$ cat config.mk
export PLATFORM = sky130hd
export DESIGN_NAME = xbus_initiator
export DESIGN_NICKNAME = d
export VERILOG_FILES = /design/src/rtl/xbus_initiator.sv
export SDC_FILE = /design/constraint.sdc
export NUM_CORES = 1
export LEC_CHECK = 0
export CORE_ASPECT_RATIO = 0.7
export CORE_MARGIN = 5
export CORE_UTILIZATION = 38
export CTS_BUF_LIST = sky130_fd_sc_hd__clkbuf_8
export DETAILED_ROUTE_END_ITERATION = 8
export GPL_TIMING_DRIVEN = 0
export PLACE_DENSITY_LB_ADDON = 0.15
export SETUP_SLACK_MARGIN = 0.5
export SYNTH_ARGS = -nofsm -noshare
export SYNTH_HDL_FRONTEND = slang
export SYNTH_SLANG_ARGS = --single-unit
export TNS_END_PERCENT = 50
$ cat constraint.sdc
create_clock -name clk -period 5.45 [get_ports clk]
set_input_delay 1.09 -clock clk [delete_from_list [all_inputs] [get_ports clk]]
set_output_delay 1.09 -clock clk [all_outputs]
set_load 0.005 [all_outputs]
$ cat src/rtl/xbus_initiator.sv
// xbus_initiator: single-outstanding xbus master.
// A CPU load/store request (valid/ready) becomes one xbus transaction. The read data or an error
// comes back on a valid/ready response channel.
//
// Ports:
//   clk, rst_n                        clock, asynchronous active-low reset
//   cpu_req_valid/ready/we/addr/be/wdata   CPU request channel
//   cpu_resp_valid/ready/rdata/err         CPU response channel
//   xbus_as/addr/we/be/wdata          registered xbus request; xbus_as is high in ADDR and WAIT
//   xbus_cs                           one-hot select from the combinational address decoder
//   xbus_rdata, xbus_rdy              slave read data and completion
//
// Optional feature: define XBUS_TIMEOUT_EN to end a WAIT with a bus error once TIMEOUT cycles
// pass without xbus_rdy. Without it, WAIT holds indefinitely and TIMEOUT is unused.
module xbus_initiator #(
  parameter int unsigned NSLAVES = 3,
  parameter int unsigned TIMEOUT = 255
) (
  input  logic               clk,
  input  logic               rst_n,
  input  logic               cpu_req_valid,
  output logic               cpu_req_ready,
  input  logic               cpu_req_we,
  input  logic [31:0]        cpu_req_addr,
  input  logic [3:0]         cpu_req_be,
  input  logic [31:0]        cpu_req_wdata,
  output logic               cpu_resp_valid,
  input  logic               cpu_resp_ready,
  output logic [31:0]        cpu_resp_rdata,
  output logic               cpu_resp_err,
  output logic               xbus_as,
  output logic [31:0]        xbus_addr,
  output logic               xbus_we,
  output logic [3:0]         xbus_be,
  output logic [31:0]        xbus_wdata,
  input  logic [NSLAVES-1:0] xbus_cs,
  input  logic [31:0]        xbus_rdata,
  input  logic               xbus_rdy
);

  typedef enum logic [1:0] {StIdle, StAddr, StWait, StResp} state_e;

  state_e      state_q, state_d;
  logic [31:0] addr_q, addr_d;
  logic [31:0] wdata_q, wdata_d;
  logic [31:0] rdata_q, rdata_d;
  logic [3:0]  be_q, be_d;
  logic        we_q, we_d;
  logic        err_q, err_d;
  logic        cs_ok;
  logic        req_fire;
  logic        expired;

  // Exactly one slave selected: non-zero with a single bit set.
  assign cs_ok    = (xbus_cs != '0) && ((xbus_cs & (xbus_cs - NSLAVES'(1))) == '0);
  assign req_fire = cpu_req_valid & cpu_req_ready;

`ifdef XBUS_TIMEOUT_EN
  localparam int unsigned CntRaw = $clog2(TIMEOUT + 1);
  localparam int unsigned CntW   = (CntRaw < 8) ? 8 : ((CntRaw > 16) ? 16 : CntRaw);

  logic [CntW-1:0] cnt_q, cnt_d;

  // cnt_q counts WAIT cycles already spent without rdy, so the TIMEOUT-th WAIT cycle is the
  // expiry cycle. A slave rdy in that same cycle still wins (checked first in the FSM).
  assign expired = (cnt_q == CntW'(TIMEOUT - 1));

  always_comb begin
    cnt_d = cnt_q;
    if (state_q == StAddr) begin
      cnt_d = '0;
    end else if ((state_q == StWait) && !xbus_rdy) begin
      cnt_d = cnt_q + CntW'(1);
    end
  end

  always_ff @(posedge clk or negedge rst_n) begin
    if (!rst_n) begin
      cnt_q <= '0;
    end else begin
      cnt_q <= cnt_d;
    end
  end
`else
  assign expired = 1'b0;

  // TIMEOUT has no effect in this build; referenced here only so it is not a dangling parameter.
  if (TIMEOUT == 0) begin : g_timeout_unused
  end
`endif

  always_comb begin
    state_d = state_q;
    addr_d  = addr_q;
    wdata_d = wdata_q;
    rdata_d = rdata_q;
    be_d    = be_q;
    we_d    = we_q;
    err_d   = err_q;
    case (state_q)
      StIdle: begin
        if (req_fire) begin
          we_d    = cpu_req_we;
          addr_d  = cpu_req_addr;
          be_d    = cpu_req_we ? cpu_req_be : 4'hF;
          wdata_d = cpu_req_wdata;
          state_d = StAddr;
        end
      end
      StAddr: begin
        if (!cs_ok) begin
          err_d   = 1'b1;
          rdata_d = '0;
          state_d = StResp;
        end else if (xbus_rdy) begin
          err_d   = 1'b0;
          rdata_d = we_q ? 32'h0 : xbus_rdata;
          state_d = StResp;
        end else begin
          state_d = StWait;
        end
      end
      StWait: begin
        if (xbus_rdy) begin
          err_d   = 1'b0;
          rdata_d = we_q ? 32'h0 : xbus_rdata;
          state_d = StResp;
        end else if (expired) begin
          err_d   = 1'b1;
          rdata_d = '0;
          state_d = StResp;
        end
      end
      StResp: begin
        if (cpu_resp_ready) begin
          state_d = StIdle;
        end
      end
      default: state_d = StIdle;
    endcase
  end

  always_ff @(posedge clk or negedge rst_n) begin
    if (!rst_n) begin
      state_q <= StIdle;
      addr_q  <= '0;
      wdata_q <= '0;
      rdata_q <= '0;
      be_q    <= '0;
      we_q    <= 1'b0;
      err_q   <= 1'b0;
    end else begin
      state_q <= state_d;
      addr_q  <= addr_d;
      wdata_q <= wdata_d;
      rdata_q <= rdata_d;
      be_q    <= be_d;
      we_q    <= we_d;
      err_q   <= err_d;
    end
  end

  // rst_n gates ready so that no request can be seen as accepted while reset is asserted.
  assign cpu_req_ready  = (state_q == StIdle) & rst_n;
  assign cpu_resp_valid = (state_q == StResp);
  assign cpu_resp_rdata = rdata_q;
  assign cpu_resp_err   = err_q;
  assign xbus_as        = (state_q == StAddr) || (state_q == StWait);
  assign xbus_addr      = addr_q;
  assign xbus_we        = we_q;
  assign xbus_be        = be_q;
  assign xbus_wdata     = wdata_q;

endmodule

==> results of run 1 <==
## layout by cell type, fill, tap and decap left out, types with 2 or more instances in the layout
master           netlist  layout
dfrtp_1              104     104
mux2_2                65      65
clkbuf_1              13      13
nand2b_1               2       2
nand4b_1              32      32
clkbuf_8               0      10
inv_1                  5       5
buf_6                  3       3
buf_2                  8       8
o21ai_0                5       5
ha_1                   5       5
a21oi_2                2       2
clkinvlp_4             0       3
nand2_1               37      37
a21oi_1               30      30
nor2b_1                4       4
clkdlybuf4s50_1        0     211
and2_1                 2       2
## power groups by stage
stage	clock network, mW	logic, mW	registers, mW
2_1_floorplan	0	0.724	1.38
3_3_place_gp	0	1.81	1.35
3_5_place_dp	0	1.84	1.36
4_1_cts	0.503	1.85	1.35
5_1_grt	0.535	1.99	1.40
6_report	0.480	1.82	1.35
## flip-flops by register name (all words and copies together), names as in the netlist
name            flops
cpu_resp_rdata     32
xbus_addr          32
xbus_wdata         32
xbus_be             4
state_q             2
cpu_resp_err        1
xbus_we             1
## kinds of logic (layout without fill, tap and decap cells)
group	after synthesis	after routing	share of synthesized area
XOR/XNOR	1	1	0.00203
multiplexers	66	66	0.172
AO/OA/AOI/OAI	44	44	0.0626
AND/OR/NAND/NOR	80	80	0.113
buffers and inverters	29	257	0.0328
flip-flops	104	104	0.603
adder cells (fa/ha/maj)	5	5	0.0145
## metrics by stage
step | setup TNS, ns | area [sq um] | hold slack (ns)
floorplan | 0 | 4320 | 0.473
global placement | -235.08 | 6630 | 0.465
detailed placement | 0 | 6650 | 0.478
CTS | 0 | 6850 | 0.501
global route | 0 | 6850 | 0.534
finish | 0 | 6850 | 0.502
## final cells by class
type / instances / area, sq um / share of cell area
Sequential cell: 104 / 2600 / 0.380
Timing Repair Buffer: 213 / 2150 / 0.313
Multi-Input combinational cell: 196 / 1570 / 0.229
Tap cell: 153 / 191 / 0.0280
Clock buffer: 10 / 138 / 0.0201
Buffer: 24 / 123 / 0.0179
Clock inverter: 5 / 57.6 / 0.00840
Inverter: 5 / 18.8 / 0.00274
## critical path: cells and delay by family
kind	cells	cell delay, ns
and+or+nand+nor	1	0.21
buffers and inverters	2	1.04
## metal layers
layer  track usage  routed length [um]
met5             0                   0
met4        0.0406                 128
met3        0.0915                1500
met2         0.299                5690
met1         0.217                4970
## path summary, 6_finish.rpt
kind,startpoint,endpoint,depth (start not counted)
hold reg to reg,cpu_resp_err,cpu_resp_err,1
max in group asynchronous,rst_n,xbus_addr[6],2
hold / removal,cpu_resp_err,cpu_resp_err,1
min in group asynchronous,rst_n,cpu_resp_rdata[4],1
setup reg to reg,state_q[0],cpu_resp_rdata[9],7
setup / recovery,rst_n,cpu_req_ready,3
==> run_results.csv, run 1 <==
group,metric,value,unit
routing,dr.pass1.iters,4,
grt,grt_max_degree,55,
floorplan,start_util,0.391,
routing,wl_per_cell,17.3,um
critical_path,crit_arrival,2.37,ns
synthesis,netlist.area_leader.share,0.603,
timing,period_needed,3.46,ns
grt,track_usage,0.183,
min_path,hp-class,"flip-flop to flip-flop",
cells_and_area,finalNonFillerCells,710,
critical_path,crit_path_max_fanout,54,
routing,via_per_inst,4.85,
critical_path,worst-r2r-setup-slack,3.34,ns
floorplan,die_area,13600,sq um
synthesis,seq_area_frac_synth,0.603,
cells_and_area,drive_gt1_frac,0.176,
critical_path,critPathCaptureType,"output port",
pwr,leakage,2.83,nW
pwr,swShare,0.315,
critical_path,critPathSlowestCell,"buf_4",
critical_path,cp-start-kind,"input pin",
clock_network,cts_tree,"done",
grt,grt_pass1_wl,19600,um
timing,fin_crit_sh,0.634,
timing,setup_slack,1.99,ns
synthesis,synthTopCellsByCount,"dfrtp_1, mux2_2, nand2_1, nand4b_1, a21oi_1",
routing,first_iter_violations,69,
clock_network,hold_buffers,0,
timing,max_freq,289,MHz
critical_path,cp_cell_sequence,"buf_4 > and2_1 > clkdlybuf4s50_1",
clock_network,root_buffer,"clkbuf_8",
timing,clock_skew,0.00601,ns
synthesis,synth.most_common_cell,"dfrtp_1",
critical_path,cp.required,4.36,ns
synthesis,syn-cell-area,4320,sq um
placement,place_inst,695,
placement,port_buffers,212,
clock_network,htreeDepth,3,
pwr,p_sw,1.15,mW
clock_network,post_cts_resized,0,
grt,antenna_found_initial,0,
pwr,vdd.ir_drop.worst,0.296,mV
routing,wirelength,12300,um
timing,rsz0062_at_grt,"false",
floorplan,die_w,137,um
cells_and_area,nFillCells,930,
cells_and_area,area_growth,58.7,%
synthesis,syn_avg_cell_area,13.1,sq um
grt,grt-ovfl-total,0,
routing,via_count,3444,
pwr,intPower,2.50,mW
pwr,clock_power_share,0.132,
status,status,"complete, no violations",
pwr,pwr-share-seq,0.369,
grt,grt_pass1_vias,3823,
synthesis,ys_types,27,
timing,finalMaxSlewViolations,0,
synthesis,syn_inst,329,
synthesis,yosys.area.top_type,"dfrtp_1",
synthesis,yosysWarnings,0,
floorplan,ios,214,
synthesis,syn_nets,443,
placement,place.detailed.hpwl,9400,um
clock_network,cts_made_buffers,9,
pwr,comb_power_share,0.500,
cells_and_area,diodes,0,
synthesis,async_flop_share,1.00,
clock_network,cts.path.max_buffers,2,
placement,gp_congestion,0.820,
synthesis,synth_seq_cells,104,
pwr,powerDensity,533,nW/um^2
synthesis,ys.flop_type,"dfrtp_1",
synthesis,synth_area_leaders,"dfrtp_1, mux2_2, nand4b_1",
timing,slew_headroom,0.522,
clock_network,worstSkewPairLatency,0.36,ns
routing,drc,0,
timing,worstMarginPinSlew,0.717,ns
placement,pre_cts_ws,1.94,ns
critical_path,max_stage_delay,0.54,ns
routing,ant_nets,0,
job,max_cap_viol_count,0,
clock_network,cts_setup_buffers,0,
floorplan,die_y,99.2,um
cells_and_area,layout.nets,667,
critical_path,crit_type,"input pin to output port",
timing,report.final.hold_viol_count,0,
cells_and_area,fin_util,0.620,
floorplan,row_count,32,
pwr,power,3.65,mW
floorplan,core_area,11100,sq um
timing,setup_viol,0,
synthesis,synth_edf_count,0,
clock_network,cts.sinks,104,
clock_network,clk_pin_slew,0.09,ns
Power figures use the tool's default switching activity.
==> run 2, diff against run 1 <==
Clock period 5.45 ns to 3 ns, I/O delays scaled along.
==> run 2 against run 1 <==
- routed wire length hardly changed
- sequential power up 81%
- cell area barely moved
- power rose by 82%
- worst setup slack got worse by 1.3 ns
- critical path depth grew 1
- sequential share of layout area hardly changed
- final cell count stayed put
- non-clock buffer count did not move
- global-route usage unchanged
- register-to-register slack lost 2.4 ns
- clock skew unchanged
==> run_results.csv, run 2 (same netlist as run 1, synthesis figures left out) <==
group,metric,value,unit
routing,ant_nets,0,
cells_and_area,fin_util,0.620,
timing,max_freq,427,MHz
timing,slew_headroom,0.597,
placement,gp_congestion,0.820,
timing,setup_tns,0,ns
routing,wirelength,12300,um
placement,pre_cts_ws,0.264,ns
grt,antenna_found_initial,0,
floorplan,start_util,0.391,
placement,place_inst,695,
clock_network,post_cts_resized,1,
grt,grt_pass1_vias,3823,
timing,report.final.hold_viol_count,0,
min_path,hp-class,"input pin to async pin",
placement,place.detailed.hpwl,9400,um
clock_network,cts_tree,"done",
floorplan,die_y,99.2,um
critical_path,cp-startpoint,"state_q[0]",
critical_path,reg2reg_depth,7,
cells_and_area,layout.nets,667,
timing,fin_crit_sh,0.781,
status,status,"complete, no violations",
timing,setup_slack,0.657,ns
cells_and_area,area_growth,58.8,%
timing,rsz0062_at_grt,"false",
critical_path,reg2reg_from,"state_q[0]",
clock_network,cts_setup_buffers,0,
clock_network,hold_buffers,0,
grt,grt_max_degree,55,
routing,wl_per_cell,17.3,um
routing,drc,0,
pwr,power,6.63,mW
critical_path,worst-r2r-setup-slack,0.89,ns
clock_network,cts.path.max_buffers,2,
cells_and_area,fin_area,6850,sq um
cells_and_area,final_common_cell,"clkdlybuf4s50_1",
clock_network,root_buffer,"clkbuf_8",
clock_network,htreeDepth,3,
critical_path,cp-start-kind,"flip-flop",
grt,grt-ovfl-total,0,
floorplan,core_area,11100,sq um
critical_path,crit_arrival,1.74,ns
critical_path,crit_path_max_fanout,5,
cells_and_area,diodes,0,
pwr,leakage,2.83,nW
critical_path,cp.required,2.40,ns
timing,worstMarginPinSlew,0.605,ns
pwr,vdd.ir_drop.worst,0.539,mV
routing,first_iter_violations,69,
clock_network,cts.sinks,104,
pwr,powerDensity,967,nW/um^2
critical_path,crit_type,"flip-flop to output port",
clock_network,cts_made_buffers,9,
timing,clock_skew,0.00601,ns
routing,via_per_inst,4.85,
floorplan,die_area,13600,sq um
critical_path,r2r-end,"cpu_resp_rdata[9]",
floorplan,ios,214,
clock_network,clk_pin_slew,0.09,ns
routing,dr.pass1.iters,4,
placement,placed_area,6650,sq um
cells_and_area,drive_gt1_frac,0.176,
timing,worst_hold_slack,0.177,ns
floorplan,row_count,32,
cells_and_area,finalNonFillerCells,710,
grt,track_usage,0.183,
timing,setup_viol,0,
timing,finalMaxSlewViolations,0,
cells_and_area,final_cell_mix,"clkdlybuf4s50_1, dfrtp_1, mux2_2, nand2_1, nand4b_1",
grt,grt_pass1_wl,19600,um
routing,via_count,3447,
floorplan,die_w,137,um
critical_path,critPathCaptureType,"output port",
job,max_cap_viol_count,0,
cells_and_area,nFillCells,928,
clock_network,worstSkewPairLatency,0.36,ns
placement,port_buffers,212,
timing,period_needed,2.34,ns
-- run 2: cell counts in the layout (fill, tap and decap cells not counted) --
No cell type changed its count.
-- run 2: layer usage --
metal,part of all wire,global-route usage
met3,0.12,0.0915
met1,0.40,0.217
met2,0.46,0.299
met5,0,0
met4,0.010,0.0406
-- run 2: critical path, cell delays in order, from the launching register on --
cell and delay, ns:
dfrtp_1 0.42, inv_1 0.15, ha_1 0.20, and2_1 0.12, clkdlybuf4s50_1 0.49
-- run 2: area by class of cell --
type                            instances  area (sq um)  area share
Sequential cell                       104          2600       0.380
Timing Repair Buffer                  213          2150       0.314
Multi-Input combinational cell        196          1570       0.229
Tap cell                              153           191      0.0279
Clock buffer                           10           138      0.0201
Buffer                                 24           123      0.0179
Clock inverter                          5          57.6     0.00840
Inverter                                5          18.8     0.00274
-- run 2: worst max-delay path by stage --
stage / slack (ns) / end / cells after the start
2_1_floorplan: 1.18 / cpu_resp_rdata[10] / 7
3_3_place_gp: -4.20 / xbus_wdata[6] / 4
3_5_place_dp: 0.26 / xbus_addr[7] / 4
4_1_cts: 0.62 / cpu_req_ready / 4
5_1_grt: 0.54 / cpu_req_ready / 4
6_report: 0.66 / cpu_req_ready / 4
-- run 2: power by group --
part	internal, mW	leakage [nW]	switching (mW)	total, mW
Combinational	2.04	1.45	1.27	3.31
Sequential	2.09	1.29	0.354	2.44
Clock	0.403	0.0904	0.469	0.872
Total	4.54	2.83	2.09	6.63
==> RTL change 1: new RTL, config.mk and constraints of run 2 <==
Build with the macro `XBUS_TIMEOUT_EN` defined.
--- a/src/rtl/xbus_initiator.sv
+++ b/src/rtl/xbus_initiator.sv
@@ -14,2 +14,4 @@
 // pass without xbus_rdy. Without it, WAIT holds indefinitely and TIMEOUT is unused.
+`define XBUS_TIMEOUT_EN
+
 module xbus_initiator #(
Check against the original RTL: same outputs for any inputs over 4 cycles, from zero or initial values and one cycle with rst_n low; that may be too few to reach the edited logic, so the function may still have changed.
==> RTL change 1 against run 2 <==
Utilization shrank 1.5 points; total power shrank 0.94%; count of clock-buffer cells in the layout is the same; final area grew 2.4%; routed wire length shrank 3.4%; maximum frequency grew 0.75%; sequential cell count grew 8; global-route usage shrank 1.2 points; worst setup slack gained 0.018 ns; sequential share of layout area grew 2.0 points; area after synthesis grew 3.2%; hold slack lost 0.042 ns; critical path depth shrank 1.
==> RTL change 1: results (changes against run 2) <==
compound-cell area share of the yosys netlist: 0.0874 (was 0.0626)
top fanout value on the critical path: 4 (was 5)
yosys warns: 0 (unchanged)
ant diodes: 0 (unchanged)
relative slew slack: 0.691 (was 0.597)
fraction of layout cells with a size suffix above 1: 0.194 (was 0.176)
Fill cells: 933 (was 928)
R2R setup slack: 0.97 ns (was 0.89 ns)
crit path capture: xbus_as (was cpu_req_ready)
Nets: 641 (was 667)
Global Route Usage Sum: 0.171 (was 0.183)
setup bufs post-CTS: 0 (unchanged)
top cells by area, synth: dfrtp_1 63%, mux2_2 16%, a22o_1 6.3%, ha_1 2.0%, buf_6 1.5% (was dfrtp_1 60%, mux2_2 17%, nand4b_1 6.5%, a21oi_1 3.5%, nand2_1 3.2%)
Peak supply drop: 0.438 mV (was 0.539 mV)
LEAKAGE: 3.04 nW (was 2.83 nW)
met3 usage: 0.0797 (was 0.0915)
Synth Area in Adders: 0.0197 (was 0.0145)
Seq/Total Area, Yosys: 0.629 (was 0.603)
antenna violations before repair: 0 (unchanged)
Initial DRC Count: 162 (was 69)
worst r2r dst: cpu_resp_rdata[10] (was cpu_resp_rdata[9])
met1 usage: 0.215 (was 0.217)
M2 GR Usage: 0.268 (was 0.299)
outcome: finished, final reports clean (unchanged)
Post-synth ARST share: 1.00 (unchanged)
multiplexer share of the synthesized area: 0.164 (was 0.172)
DR pass1 iterations: 4 (unchanged)
via/cell ratio: 4.72 (was 4.85)
H-tree depth: 3 (unchanged)
CTS max path bufs: 2 (unchanged)
Final Skew: 0.00874 ns (was 0.00601 ns)
placed inst area: 0.00681 mm² (was 0.00665 mm²)
clock-pin slew on the worst setup and hold paths: 0.10 ns
first-pass GRT wire length: 18900 µm (was 19600 µm)
final worst slack: 0.675 ns (was 0.657 ns)
port bufs: 213 (was 212)
vias in the first global route: 3384 (was 3823)
most frequent cells after synthesis: 112 x dfrtp_1, 65 x mux2_2, 32 x a22o_1 (was 104 x dfrtp_1, 65 x mux2_2, 37 x nand2_1)
R2R depth: 6 (was 7)
pre-CTS WS: 0.600 ns (was 0.264 ns)
post-DP HPWL: 9100 µm (was 9400 µm)
Syn Nets: 416 (was 443)
Synth Area in XOR/XNOR: 0.0174 (was 0.00203)
pin count of the biggest net entering global routing: 71 (was 55)
RR Startpoint: state_q[1] (was state_q[0])
count of cell types in the netlist: 34 (was 27)
RePlAce Congestion: 0.771 (was 0.820)
DRT Wirelength: 11900 µm (was 12300 µm)
==> RTL change 1: cell count changes in the layout (fill, tap and decap cells not counted), moves of 9 or more <==
cell	delta
nand4b_1	-32
nand2_1	-29
a22o_1	+32
a21oi_1	-28
clkbuf_1	-12
nor2_1	+9
==> RTL change 1: repair_timing <==
item / in CTS / in global routing
setup endpoints to repair: 0 / 1
hold buffers: 0 / 0
resized for setup: 0 / 2
==> RTL change 1: stage by stage <==
step	util	hold WS, ns	total power [mW]	cells
after floorplan	-	0.304	3.75	300
after global placement	0.585	0.463	5.64	670
after detailed placement	0.587	0.474	5.72	671
after CTS	0.605	0.131	6.68	687
after global routing	0.605	0.139	7.00	687
final	0.605	0.135	6.56	687
==> RTL change 1: area by class of cell <==
type / count / area share
Buffer: 15 / 0.0159
Timing Repair Buffer: 214 / 0.308
Clock inverter: 6 / 0.00963
Tap cell: 157 / 0.0280
Inverter: 6 / 0.00321
Clock buffer: 10 / 0.0196
Sequential cell: 112 / 0.399
Multi-Input combinational cell: 167 / 0.216
==> RTL change 1: critical path, cell delays in order, from the launching register on <==
cell and delay (ns):
dfrtp_1 0.42, inv_1 0.11, ha_1 0.31, clkdlybuf4s50_1 0.53
==> RTL change 1: cells by family (layout without fill, tap and decap cells) <==
group	Yosys count	after routing
xor gates and xnor gates	8	8
buffers and inverters	21	251
and+or+nand+nor	40	40
muxes	65	65
adders and majority gates	7	7
AOI/OAI and AO/OA	47	47
DFF	112	112
==> RTL change 1: layer usage <==
metal  share of wire  vias up
met3            0.11       13
li1                -     1517
met1            0.42     1566
met2            0.46      149
met4           0.011        0
met5               0        -
==> RTL change 1: power by group <==
part           internal (mW)  switching, mW  total, mW
combinational           2.02           1.03       3.05
clock                  0.412          0.504      0.916
sequential              2.22          0.379       2.60
==> RTL change 2: new RTL, flow settings as in run 2 <==
Made on the original files. Put one more register stage on the output `cpu_resp_err`, without a reset. The value now appears one clock later. The other outputs are not delayed to match.
--- a/src/rtl/xbus_initiator.sv
+++ b/src/rtl/xbus_initiator.sv
@@ -166,3 +166,5 @@
   assign cpu_resp_rdata = rdata_q;
-  assign cpu_resp_err   = err_q;
+  always_ff @(posedge clk) begin
+    cpu_resp_err <= err_q;
+  end
   assign xbus_as        = (state_q == StAddr) || (state_q == StWait);
Check against the original RTL: not equivalent (a bounded check fails within 4 cycles, from zero or initial values and one cycle with rst_n low).
==> RTL change 2 against run 2 <==
Count of clock-buffer cells in the layout is 1 higher; sequential share of layout area hardly changed; sequential cell count is 1 higher; routed wire length is 4.1% higher; hold slack worse by 0.098 ns; final area is 0.82% higher; area after synthesis is 0.46% higher; worst setup slack worse by 0.010 ns; first-iteration DRC count is 78% higher; clock skew is 0.0015 ns higher; total power is 0.36% higher; sequential power is 2% higher; synthesized cell count is 0.30% higher.
==> RTL change 2: results (changes against run 2) <==
outcome: finished, final reports clean (unchanged)
clock-pin slew on the worst setup and hold paths: 0.10 ns
worst r2r dst: cpu_resp_rdata[3] (was cpu_resp_rdata[9])
fraction of area in multi-input gates: 0.227 (was 0.229)
Syn Nets: 444 (was 443)
placed inst area: 0.00667 mm² (was 0.00665 mm²)
top cells by area, synth: dfrtp_1 60%, mux2_2 17%, nand4b_1 6.5%, a21oi_1 3.5%, nand2_1 3.2% (unchanged)
first-pass GRT wire length: 19600 µm (about the same)
ant diodes: 0 (unchanged)
critical path's top delay family: buffers and inverters (unchanged)
Sw Ratio: 0.321 (was 0.315)
nonclk buf count: 238 (was 237)
Fin Hold WS: 0.0786 ns (was 0.177 ns)
cts repair resizes: 2 (was 1)
Final Skew: 0.00751 ns (was 0.00601 ns)
R2R setup slack: 0.87 ns (was 0.89 ns)
Non-CTS inverters: 5 (unchanged)
clock power share: 0.126 (was 0.132)
FFs & Latches: 105 (was 104)
multi-input gates: 196 (unchanged)
Initial DRC Count: 123 (was 69)
Fill cells: 906 (was 928)
internal power: 4.51 mW (was 4.54 mW)
non-filler cells, final: 713 (was 710)
pin count of the biggest net entering global routing: 44 (was 55)
fraction of layout cells with a size suffix above 1: 0.179 (was 0.176)
Seq/Total Area, Yosys: 0.605 (was 0.603)
vias in the first global route: 3670 (was 3823)
Avg Synthesized Cell Area: 13.1 µm² (about the same)
pre-CTS WS: 0.183 ns (was 0.264 ns)
Post-synth ARST share: 0.990 (was 1.00)
Post-Route Utilization: 0.623 (was 0.620)
placed insts: 696 (was 695)
Global Route Usage Sum: 0.185 (was 0.183)
vias: 3474 (was 3447)
LEAKAGE: 2.87 nW (was 2.83 nW)
clock buffer count: 11 (was 10)
DRT Wirelength: 12800 µm (was 12300 µm)
DR pass1 iterations: 6 (was 4)
RePlAce Congestion: 0.835 (was 0.820)
clock network share of area: 0.0275 (was 0.0285)
Peak supply drop: 0.497 mV (was 0.539 mV)
post-DP HPWL: 9770 µm (was 9400 µm)
Worst Tran Pin Value: 0.614 ns (was 0.605 ns)
top fanout value on the critical path: 5 (unchanged)
count of cell types in the netlist: 28 (was 27)
[RTL change 2: logic make-up after synthesis]
| family | share of synthesized area |
|---|---|
| buffers and inverters | 0.0326 |
| muxes | 0.171 |
| DFF | 0.605 |
| AOI/OAI and AO/OA | 0.0623 |
| xor gates and xnor gates | 0.00202 |
| adders and majority gates | 0.0144 |
| and+or+nand+nor | 0.113 |
[RTL change 2: worst max-delay path by stage]
stage	cells past startpoint	startpoint	slack [ns]	to
floorplan	7	state_q[0]	1.18	cpu_resp_rdata[10]
global placement	4	rst_n	-4.28	xbus_wdata[0]
detailed placement	5	rst_n	0.18	xbus_addr[8]
CTS	4	rst_n	0.56	cpu_req_ready
global route	4	state_q[0]	0.53	cpu_req_ready
finish	4	state_q[0]	0.65	cpu_req_ready
[RTL change 2: layer usage]
layer,up-vias,wire [µm],part of all wire,global-route usage
li1,1611,-,-,-
met1,1697,5180,0.40,0.233
met2,151,5870,0.46,0.292
met3,15,1540,0.12,0.0794
met4,0,199,0.016,0.0506
met5,-,0,0,0
